`config.mk`:
```
export PLATFORM = sky130hd
export DESIGN_NAME = mem_master
export DESIGN_NICKNAME = d
export VERILOG_FILES = /design/src/rtl/mem_master_pkg.sv /design/src/rtl/mem_master.sv
export SDC_FILE = /design/constraint.sdc
export NUM_CORES = 1
export LEC_CHECK = 0
export BUFFER_PORTS_ARGS = -buffer_cell sky130_fd_sc_hd__buf_2
export CAP_MARGIN = 40
export CORE_MARGIN = 10
export CORE_UTILIZATION = 44
export CTS_BUF_LIST = sky130_fd_sc_hd__clkbuf_8
export CTS_CLUSTER_DIAMETER = 100
export DETAILED_ROUTE_END_ITERATION = 10
export PLACE_DENSITY = 0.86
export SYNTH_ARGS = -nofsm -noshare
export SYNTH_HDL_FRONTEND = slang
export SYNTH_SLANG_ARGS = --single-unit
export TNS_END_PERCENT = 1
```
`constraint.sdc`:
```
create_clock -name clk -period 2.05 [get_ports clk]
set_clock_uncertainty 0.2 [all_clocks]
set_input_delay 0.1025 -clock clk [delete_from_list [all_inputs] [get_ports clk]]
set_output_delay 0.1025 -clock clk [all_outputs]
set_load 0.02 [all_outputs]
```
`src/rtl/mem_master_pkg.sv`:
```
// -----------------------------------------------------------------------------
// mem_master_pkg
//
// Shared definitions for the data-memory initiator (mem_master).
//
// The guarded `define block carries the shared memory-bus macros:
//   `DATA_WIDTH, `MEM_OP_BITS, `MEM_OP_NOP, `MEM_OP_READ, `MEM_OP_WRITE,
//   `DMEMORY_SIZE, and the FSM state encodings `MM_IDLE, `MM_ACCESS, `MM_RESP.
// The package re-exports them as typed localparams so RTL and benches do not
// depend on macro visibility across compilation units.
// -----------------------------------------------------------------------------
`ifndef MEM_MASTER_DEFINES
`define MEM_MASTER_DEFINES
`define DATA_WIDTH    32
`define MEM_OP_BITS   2
`define MEM_OP_NOP    2'b00
`define MEM_OP_READ   2'b01
`define MEM_OP_WRITE  2'b10
`define DMEMORY_SIZE  1024
`define MM_IDLE       2'd0
`define MM_ACCESS     2'd1
`define MM_RESP       2'd2
`endif

package mem_master_pkg;

    localparam int DATA_W = `DATA_WIDTH;
    localparam int OP_W   = `MEM_OP_BITS;

    localparam logic [OP_W-1:0] OP_NOP   = `MEM_OP_NOP;
    localparam logic [OP_W-1:0] OP_READ  = `MEM_OP_READ;
    localparam logic [OP_W-1:0] OP_WRITE = `MEM_OP_WRITE;

    // First illegal word address when address checking is enabled.
    localparam logic [DATA_W-1:0] DMEM_SIZE = DATA_W'(`DMEMORY_SIZE);

    // Wait counter width: covers LATENCY-1 for LATENCY up to 15.
    localparam int WAIT_W = 4;

    typedef enum logic [1:0] {
        S_IDLE   = `MM_IDLE,
        S_ACCESS = `MM_ACCESS,
        S_RESP   = `MM_RESP
    } mm_state_e;

    // True when a word address lies inside the data RAM.
    function automatic logic addr_in_range(input logic [DATA_W-1:0] a);
        return a < DMEM_SIZE;
    endfunction

endpackage

```
`src/rtl/mem_master.sv`:
```
// -----------------------------------------------------------------------------
// mem_master
//
// Initiator side of the data-memory interface. Accepts one load/store at a
// time from the MEM stage, holds mem_op active on the RAM bus for LATENCY
// cycles, samples read_data on the last of them and returns the result over a
// response channel with backpressure. Sole driver of the RAM's mem_op.
//
// Optional build macro: MEM_MASTER_ADDR_CHECK_EN
//   defined   - requests with req_addr >= `DMEMORY_SIZE skip the RAM and answer
//               immediately with resp_err=1, resp_rdata=0 (still counted).
//   undefined - resp_err is constant 0, all addresses pass through.
//
// Handshake rule (both channels): a transfer happens on a rising clk edge
// where valid and ready are both 1. valid never waits on ready; req_valid is
// ignored while req_ready=0, and resp_rdata/resp_err are held stable while
// resp_valid=1 and resp_ready=0.
//
// Ports:
//   clk, reset        clock (rising edge) and synchronous active-high reset
//   req_valid/ready   request handshake; req_we 1=store 0=load
//   req_addr/wdata    word address and store data
//   resp_valid/ready  response handshake
//   resp_rdata        load data (0 for stores); resp_err address fault
//   address,
//   write_data,
//   mem_op            RAM command bus (NOP outside the access window)
//   read_data         RAM read data, sampled on the last access cycle
//   txn_count         completed response handshakes (wraps)
//   dbg_state_o       current FSM state (mm_state_e encoding)
// -----------------------------------------------------------------------------
module mem_master
    import mem_master_pkg::*;
#(
    parameter int LATENCY   = 1,
    parameter int CNT_WIDTH = 32
) (
    input  logic                 clk,
    input  logic                 reset,
    input  logic                 req_valid,
    output logic                 req_ready,
    input  logic                 req_we,
    input  logic [DATA_W-1:0]    req_addr,
    input  logic [DATA_W-1:0]    req_wdata,
    output logic                 resp_valid,
    input  logic                 resp_ready,
    output logic [DATA_W-1:0]    resp_rdata,
    output logic                 resp_err,
    output logic [DATA_W-1:0]    address,
    output logic [DATA_W-1:0]    write_data,
    output logic [OP_W-1:0]      mem_op,
    input  logic [DATA_W-1:0]    read_data,
    output logic [CNT_WIDTH-1:0] txn_count,
    output logic [1:0]           dbg_state_o
);

    localparam logic [WAIT_W-1:0] WAIT_INIT = WAIT_W'(LATENCY - 1);

    mm_state_e             state_q, state_d;
    logic                  ready_en_q;
    logic                  we_q, we_d;
    logic [DATA_W-1:0]     addr_q, addr_d;
    logic [DATA_W-1:0]     wdata_q, wdata_d;
    logic [DATA_W-1:0]     rdata_q, rdata_d;
    logic                  err_q, err_d;
    logic [WAIT_W-1:0]     wait_q, wait_d;
    logic [CNT_WIDTH-1:0]  cnt_q, cnt_d;
    logic                  req_fault;

`ifdef MEM_MASTER_ADDR_CHECK_EN
    assign req_fault = !addr_in_range(req_addr);
`else
    assign req_fault = 1'b0;
`endif

    // -------------------------------------------------------------------------
    // State register. ready_en_q keeps req_ready low through reset and for the
    // first cycle after it, so the pipeline sees ready one cycle after release.
    // -------------------------------------------------------------------------
    always_ff @(posedge clk) begin
        if (reset) begin
            state_q    <= S_IDLE;
            ready_en_q <= 1'b0;
            we_q       <= 1'b0;
            addr_q     <= '0;
            wdata_q    <= '0;
            rdata_q    <= '0;
            err_q      <= 1'b0;
            wait_q     <= '0;
            cnt_q      <= '0;
        end else begin
            state_q    <= state_d;
            ready_en_q <= 1'b1;
            we_q       <= we_d;
            addr_q     <= addr_d;
            wdata_q    <= wdata_d;
            rdata_q    <= rdata_d;
            err_q      <= err_d;
            wait_q     <= wait_d;
            cnt_q      <= cnt_d;
        end
    end

    // -------------------------------------------------------------------------
    // Next-state and output decode.
    // -------------------------------------------------------------------------
    always_comb begin
        state_d    = state_q;
        we_d       = we_q;
        addr_d     = addr_q;
        wdata_d    = wdata_q;
        rdata_d    = rdata_q;
        err_d      = err_q;
        wait_d     = wait_q;
        cnt_d      = cnt_q;
        req_ready  = 1'b0;
        resp_valid = 1'b0;
        mem_op     = OP_NOP;

        unique case (state_q)
            S_IDLE: begin
                req_ready = ready_en_q;
            end

            S_ACCESS: begin
                mem_op = we_q ? OP_WRITE : OP_READ;
                if (wait_q == '0) begin
                    // Last access cycle: capture the RAM word for loads only.
                    rdata_d = we_q ? '0 : read_data;
                    err_d   = 1'b0;
                    state_d = S_RESP;
                end else begin
                    wait_d = wait_q - 1'b1;
                end
            end

            S_RESP: begin
                resp_valid = 1'b1;
                // A new request may only enter as the current response leaves,
                // since there is a single result register.
                req_ready  = ready_en_q & resp_ready;
                if (resp_ready) begin
                    cnt_d   = cnt_q + 1'b1;
                    state_d = S_IDLE;
                end
            end

            default: begin
                state_d = S_IDLE;
            end
        endcase

        // Request acceptance is shared by IDLE and RESP; it overrides the
        // RESP->IDLE transition so back-to-back requests skip IDLE.
        if (req_valid && req_ready) begin
            if (req_fault) begin
                // Faulting request: no RAM access, answer on the next cycle.
                state_d = S_RESP;
                rdata_d = '0;
                err_d   = 1'b1;
            end else begin
                state_d = S_ACCESS;
                we_d    = req_we;
                addr_d  = req_addr;
                wdata_d = req_wdata;
                wait_d  = WAIT_INIT;
            end
        end
    end

    assign address     = addr_q;
    assign write_data  = wdata_q;
    assign resp_rdata  = rdata_q;
    assign resp_err    = err_q;
    assign txn_count   = cnt_q;
    assign dbg_state_o = state_q;

endmodule

```
# Word level (Yosys, flattened, before mapping)
# Cells that the tools add are included.
# totals
output_inout_bits	135
elab_cells	40
input_bits	101
register_bits	136
# op_classes
n_addsub	2
bitwise	3
muxes	10
n_reduce_logical	9
eq_ne	7
# op_table
op	n
32-bit by 1-bit adder with 32-bit output, second input constant	1
32-bit two-way mux	1
2-bit two-way mux	4
2-bit inequality test, second input constant	3
3-bit inequality test, second input constant	2
2-bit one-hot mux with 3 select lines	1
2-bit AND reduction	3
3-bit AND reduction	2
4-bit zero test	1
4-bit by 1-bit subtractor with 4-bit output, second input constant	1
1-bit two-way mux	3
2-bit by 1-bit equality test with 1-bit output, second input constant	1
2-bit equality test, second input constant	1
2-bit zero test	1
1-bit NOT	2
1-bit one-hot mux with 2 select lines	1
2-bit OR reduction	1
1-bit AND	1
1-bit logical AND	1

# Depth between registers and ports, before layout
# logic_depth
word_depth	5
mapped_depth	7

# Worst setup path before layout
# No wires, ideal clock.
# synth_path
path_kind	register -> register
start	register cnt_q[16] (netlist: txn_count[16])
end	register cnt_q[31] (netlist: txn_count[31])
required_ns	1.780
setup_time_ns	0.070
t_arrival_ns	1.954
path_slack_ns	-0.174
stages_incl_launch_ff	6
n_path_buf	1
path_cell_list	dfxtp_1 > nand4_2 > or4_1 > clkbuf_2 > or4_1 > a21oi_1
# synth_via
elab_chain_cells	1
# synth_lines
element	line_no	rtl
from (decl)	mem_master.sv:67	logic [CNT_WIDTH-1:0] cnt_q, cnt_d;
from (signal assigned)	mem_master.sv:100	cnt_q <= cnt_d;
32-bit by 1-bit adder with 32-bit output	mem_master.sv:143	cnt_d = cnt_q + 1'b1;
# Every way passes these cells.
# A chain may end at the register's enable or synchronous reset.

# Worst setup path in the final report
# layout_path
start	register cnt_q[6] (netlist: txn_count[6])
end	register cnt_q[17] (netlist: txn_count[17])
# Same word-level chain as after synthesis.

==> flow_summary_export.csv <==
group,metric,value,unit
pwr,swShare,0.265,
routing,wl_per_cell,17.8,µm
routing,drt_first_iter_violations,444,
clocking,cts_htree_levels,4,
run_status,status,"finished clean",
grt,grt_pass1_vias,5948,
routing,wirelength,20500,µm
synth,synth-seq-cells,136,
grt,grt_pass1_wl,31100,µm
routing,route.met2.wl,10100,µm
routing,dr.pass1.iters,5,
setup_path,required,2160,ps
place,dp_cells,1018,
synth,yosysSeqAreaShare,0.509,
min_path,min_path_type,"input pin to flop",
floorplanning,start_util,0.447,
setup_path,path_max_fanout,13,
floorplanning,pin_count,236,
timing,setup_viol,0,
pwr,powerDensity,700,nW/µm²
timing,finalCritPeriodShare,0.978,
floorplanning,die_y,130,µm
final_layout,fin_util,0.700,
pwr,p_leak,3.68,nW
place,place_area,6860,µm²
clocking,clk_latency,440,ps
synth,ys_warn_count,0,
synth,syn_avg_cell_area,8.26,µm²
pwr,irDropWorstVdd,0.523,mV
pwr,power.total,0.00586,W
clocking,tritoncts,"yes",
routing,met1_length,7390,µm
floorplanning,rows,40,
clocking,clock-sinks,136,
clocking,cts_buffers,17,
pwr,p_clk_frac,0.398,
place,numPortBuffers,234,
routing,detail-route-antenna-nets,0,
synth,yosys.cell_types.count,44,
place,gp_congestion,0.834,
timing,hold_viol,0,
pwr,seqPwrFrac,0.471,
synth,synth_nets,750,
synth,synth-async-reset-ratio,0,
clocking,cts_root_buffer,"clkbuf_8",
floorplanning,coreArea,12000,µm²
final_layout,nets,1094,
setup_path,startpoint_type,"flop",
final_layout,fillCellCount,858,
clocking,clockBufferDepth,2,
routing,top_layer_used,"met4",
setup_path,endpoint_kind,"flop",
grt,overflow,0,
grt,grt_antenna_before_repair,1,
routing,met3_length,2260,µm
floorplanning,dieArea,17000,µm²
clocking,cts.clk_slew.worst_paths,80,ps
timing,max_freq,499,MHz
timing,slew_violations,0,
synth,synth_edf_count,0,
routing,drc,0,
flow_run,max_cap_violations,0,
place,dpl.hpwl,12200,µm
grt,grt_max_degree,47,
synth,synth-main-ff-cell,"dfxtp_1",
pwr,power_frac_comb,0.131,
setup_path,cp.arrival,2120,ps
pwr,p_int,0.00431,W
timing,fin_crit,2010,ps
routing,dr_total_vias,6131,
floorplanning,die_w,130,µm
timing,final.setup.tns,0,ps
routing,viasPerCell,5.31,
synth,synth_cells,647,
setup_path,critPathKind,"flop to flop",
final_layout,postLayoutCellArea,8370,µm²
timing,rsz0062_at_grt,"true",
final_layout,layoutNonFillerInstCount,1155,
synth,netlist_area,5340,µm²
final_layout,area_growth,56.7,%
grt,grtUsageTotal,0.231,
pwr,p_sw,0.00155,W
final_layout,drive_gt1_frac,0.349,
-- flip-flops by register name (all words and copies together) (netlist names) --
| name | flops |
|---|---|
| resp_rdata | 32 |
| wait_q | 4 |
| txn_count | 32 |
| dbg_state_o | 2 |
| we_q | 1 |
| write_data | 32 |
| address | 32 |
| ready_en_q | 1 |
-- final timing paths --
check	from	end	slack, ps	cells past startpoint
max	txn_count[6]	txn_count[17]	40	5
min	req_valid	write_data[25]	160	5
max reg2reg	txn_count[6]	txn_count[17]	40	5
min reg2reg	resp_rdata[4]	resp_rdata[4]	250	2
-- cell usage in the layout (no fill, tap or decap), types with 11 or more instances in the layout --
master         instances
nand2_1              172
buf_4                 35
clkbuf_8              18
dlygate4sd3_1         99
dfxtp_2               15
nand3b_1              32
dfxtp_1              115
o31ai_1               11
buf_2                233
nand3_1               12
a21oi_1              111
nor2_1                16
-- per-stage QoR --
| stage | hold WS (ps) | setup slack, ps |
|---|---|---|
| 4_1_cts | 123 | 13.7 |
| 3_3_place_gp | 142 | 56.3 |
| 6_report | 159 | 44.7 |
| 5_1_grt | 179 | -39.3 |
| 2_1_floorplan | 38.5 | -38.7 |
| 3_5_place_dp | 149 | 17.0 |
-- power groups by stage --
stage / logic (W) / registers (W) / clock network, W
after floorplan: 0.000214 / 0.00293 / 0
after global placement: 0.000575 / 0.00282 / 0
after detailed placement: 0.000583 / 0.00282 / 0
after CTS: 0.000735 / 0.00276 / 0.00237
after global routing: 0.000828 / 0.00277 / 0.00248
final: 0.000767 / 0.00276 / 0.00233
-- repair_timing --
item / 4_1_cts / 5_1_grt
pin swaps: 1 / 5
hold endpoints to repair: 114 / 0
cloned: 0 / 1
gates resized for setup: 1 / 16
buffers inserted: 1 / 0
hold buffers: 99 / 0
endpoints found under the setup margin: 1 / 50
-- cells in the mapped netlist, drive strengths merged, types with 5 or more instances --
| cell | number | area (µm²) |
|---|---|---|
| a21oi | 116 | 581 |
| buf | 7 | 38.8 |
| clkbuf | 40 | 151 |
| dfxtp | 136 | 2720 |
| inv | 10 | 37.5 |
| nand2 | 172 | 646 |
| nand3 | 12 | 60.1 |
| nand3b | 33 | 260 |
| nand4 | 7 | 62.6 |
| nor2 | 17 | 63.8 |
| nor3 | 7 | 35.0 |
| o21ai | 7 | 35.0 |
| o31ai | 11 | 82.6 |
| or3 | 7 | 43.8 |
| or4 | 15 | 116 |
| xnor2 | 5 | 43.8 |
| xor2 | 6 | 52.6 |
-- per-layer routing --
| layer | vias to the layer above | GRT usage |
|---|---|---|
| li1 | 2901 | - |
| met1 | 2836 | 0.242 |
| met2 | 329 | 0.394 |
| met3 | 65 | 0.0868 |
| met4 | 0 | 0.121 |
| met5 | - | 0 |
-- layout make-up --
class / instances / area, µm² / share of cell area
Inverter: 10 / 37.5 / 0.00448
Tap cell: 147 / 184 / 0.0220
Sequential cell: 136 / 2760 / 0.330
Clock buffer: 18 / 248 / 0.0296
Timing Repair Buffer: 372 / 2520 / 0.301
Multi-Input combinational cell: 454 / 2440 / 0.291
Clock inverter: 14 / 174 / 0.0208
Antenna cell: 4 / 10.0 / 0.00120
-- worst max-delay path, cell delays in order, from the launching register on --
cell,delay (ps)
dfxtp_2,350
nand4_2,140
or4_4,560
buf_4,190
o311ai_0,300
o41ai_1,140
-- logic make-up (layout without fill, tap and decap cells) --
family | after synthesis | count (layout) | share of synthesized area
mux | 3 | 3 | 0.00609
compound gates | 141 | 141 | 0.142
buf+inv | 57 | 414 | 0.0426
other cells | 1 | 5 | 0.000702
xor+xnor | 11 | 11 | 0.0180
flops | 136 | 136 | 0.509
simple gates | 296 | 296 | 0.276
fa+ha+maj | 2 | 2 | 0.00468
Note: power is estimated with default switching activity, not from simulation.
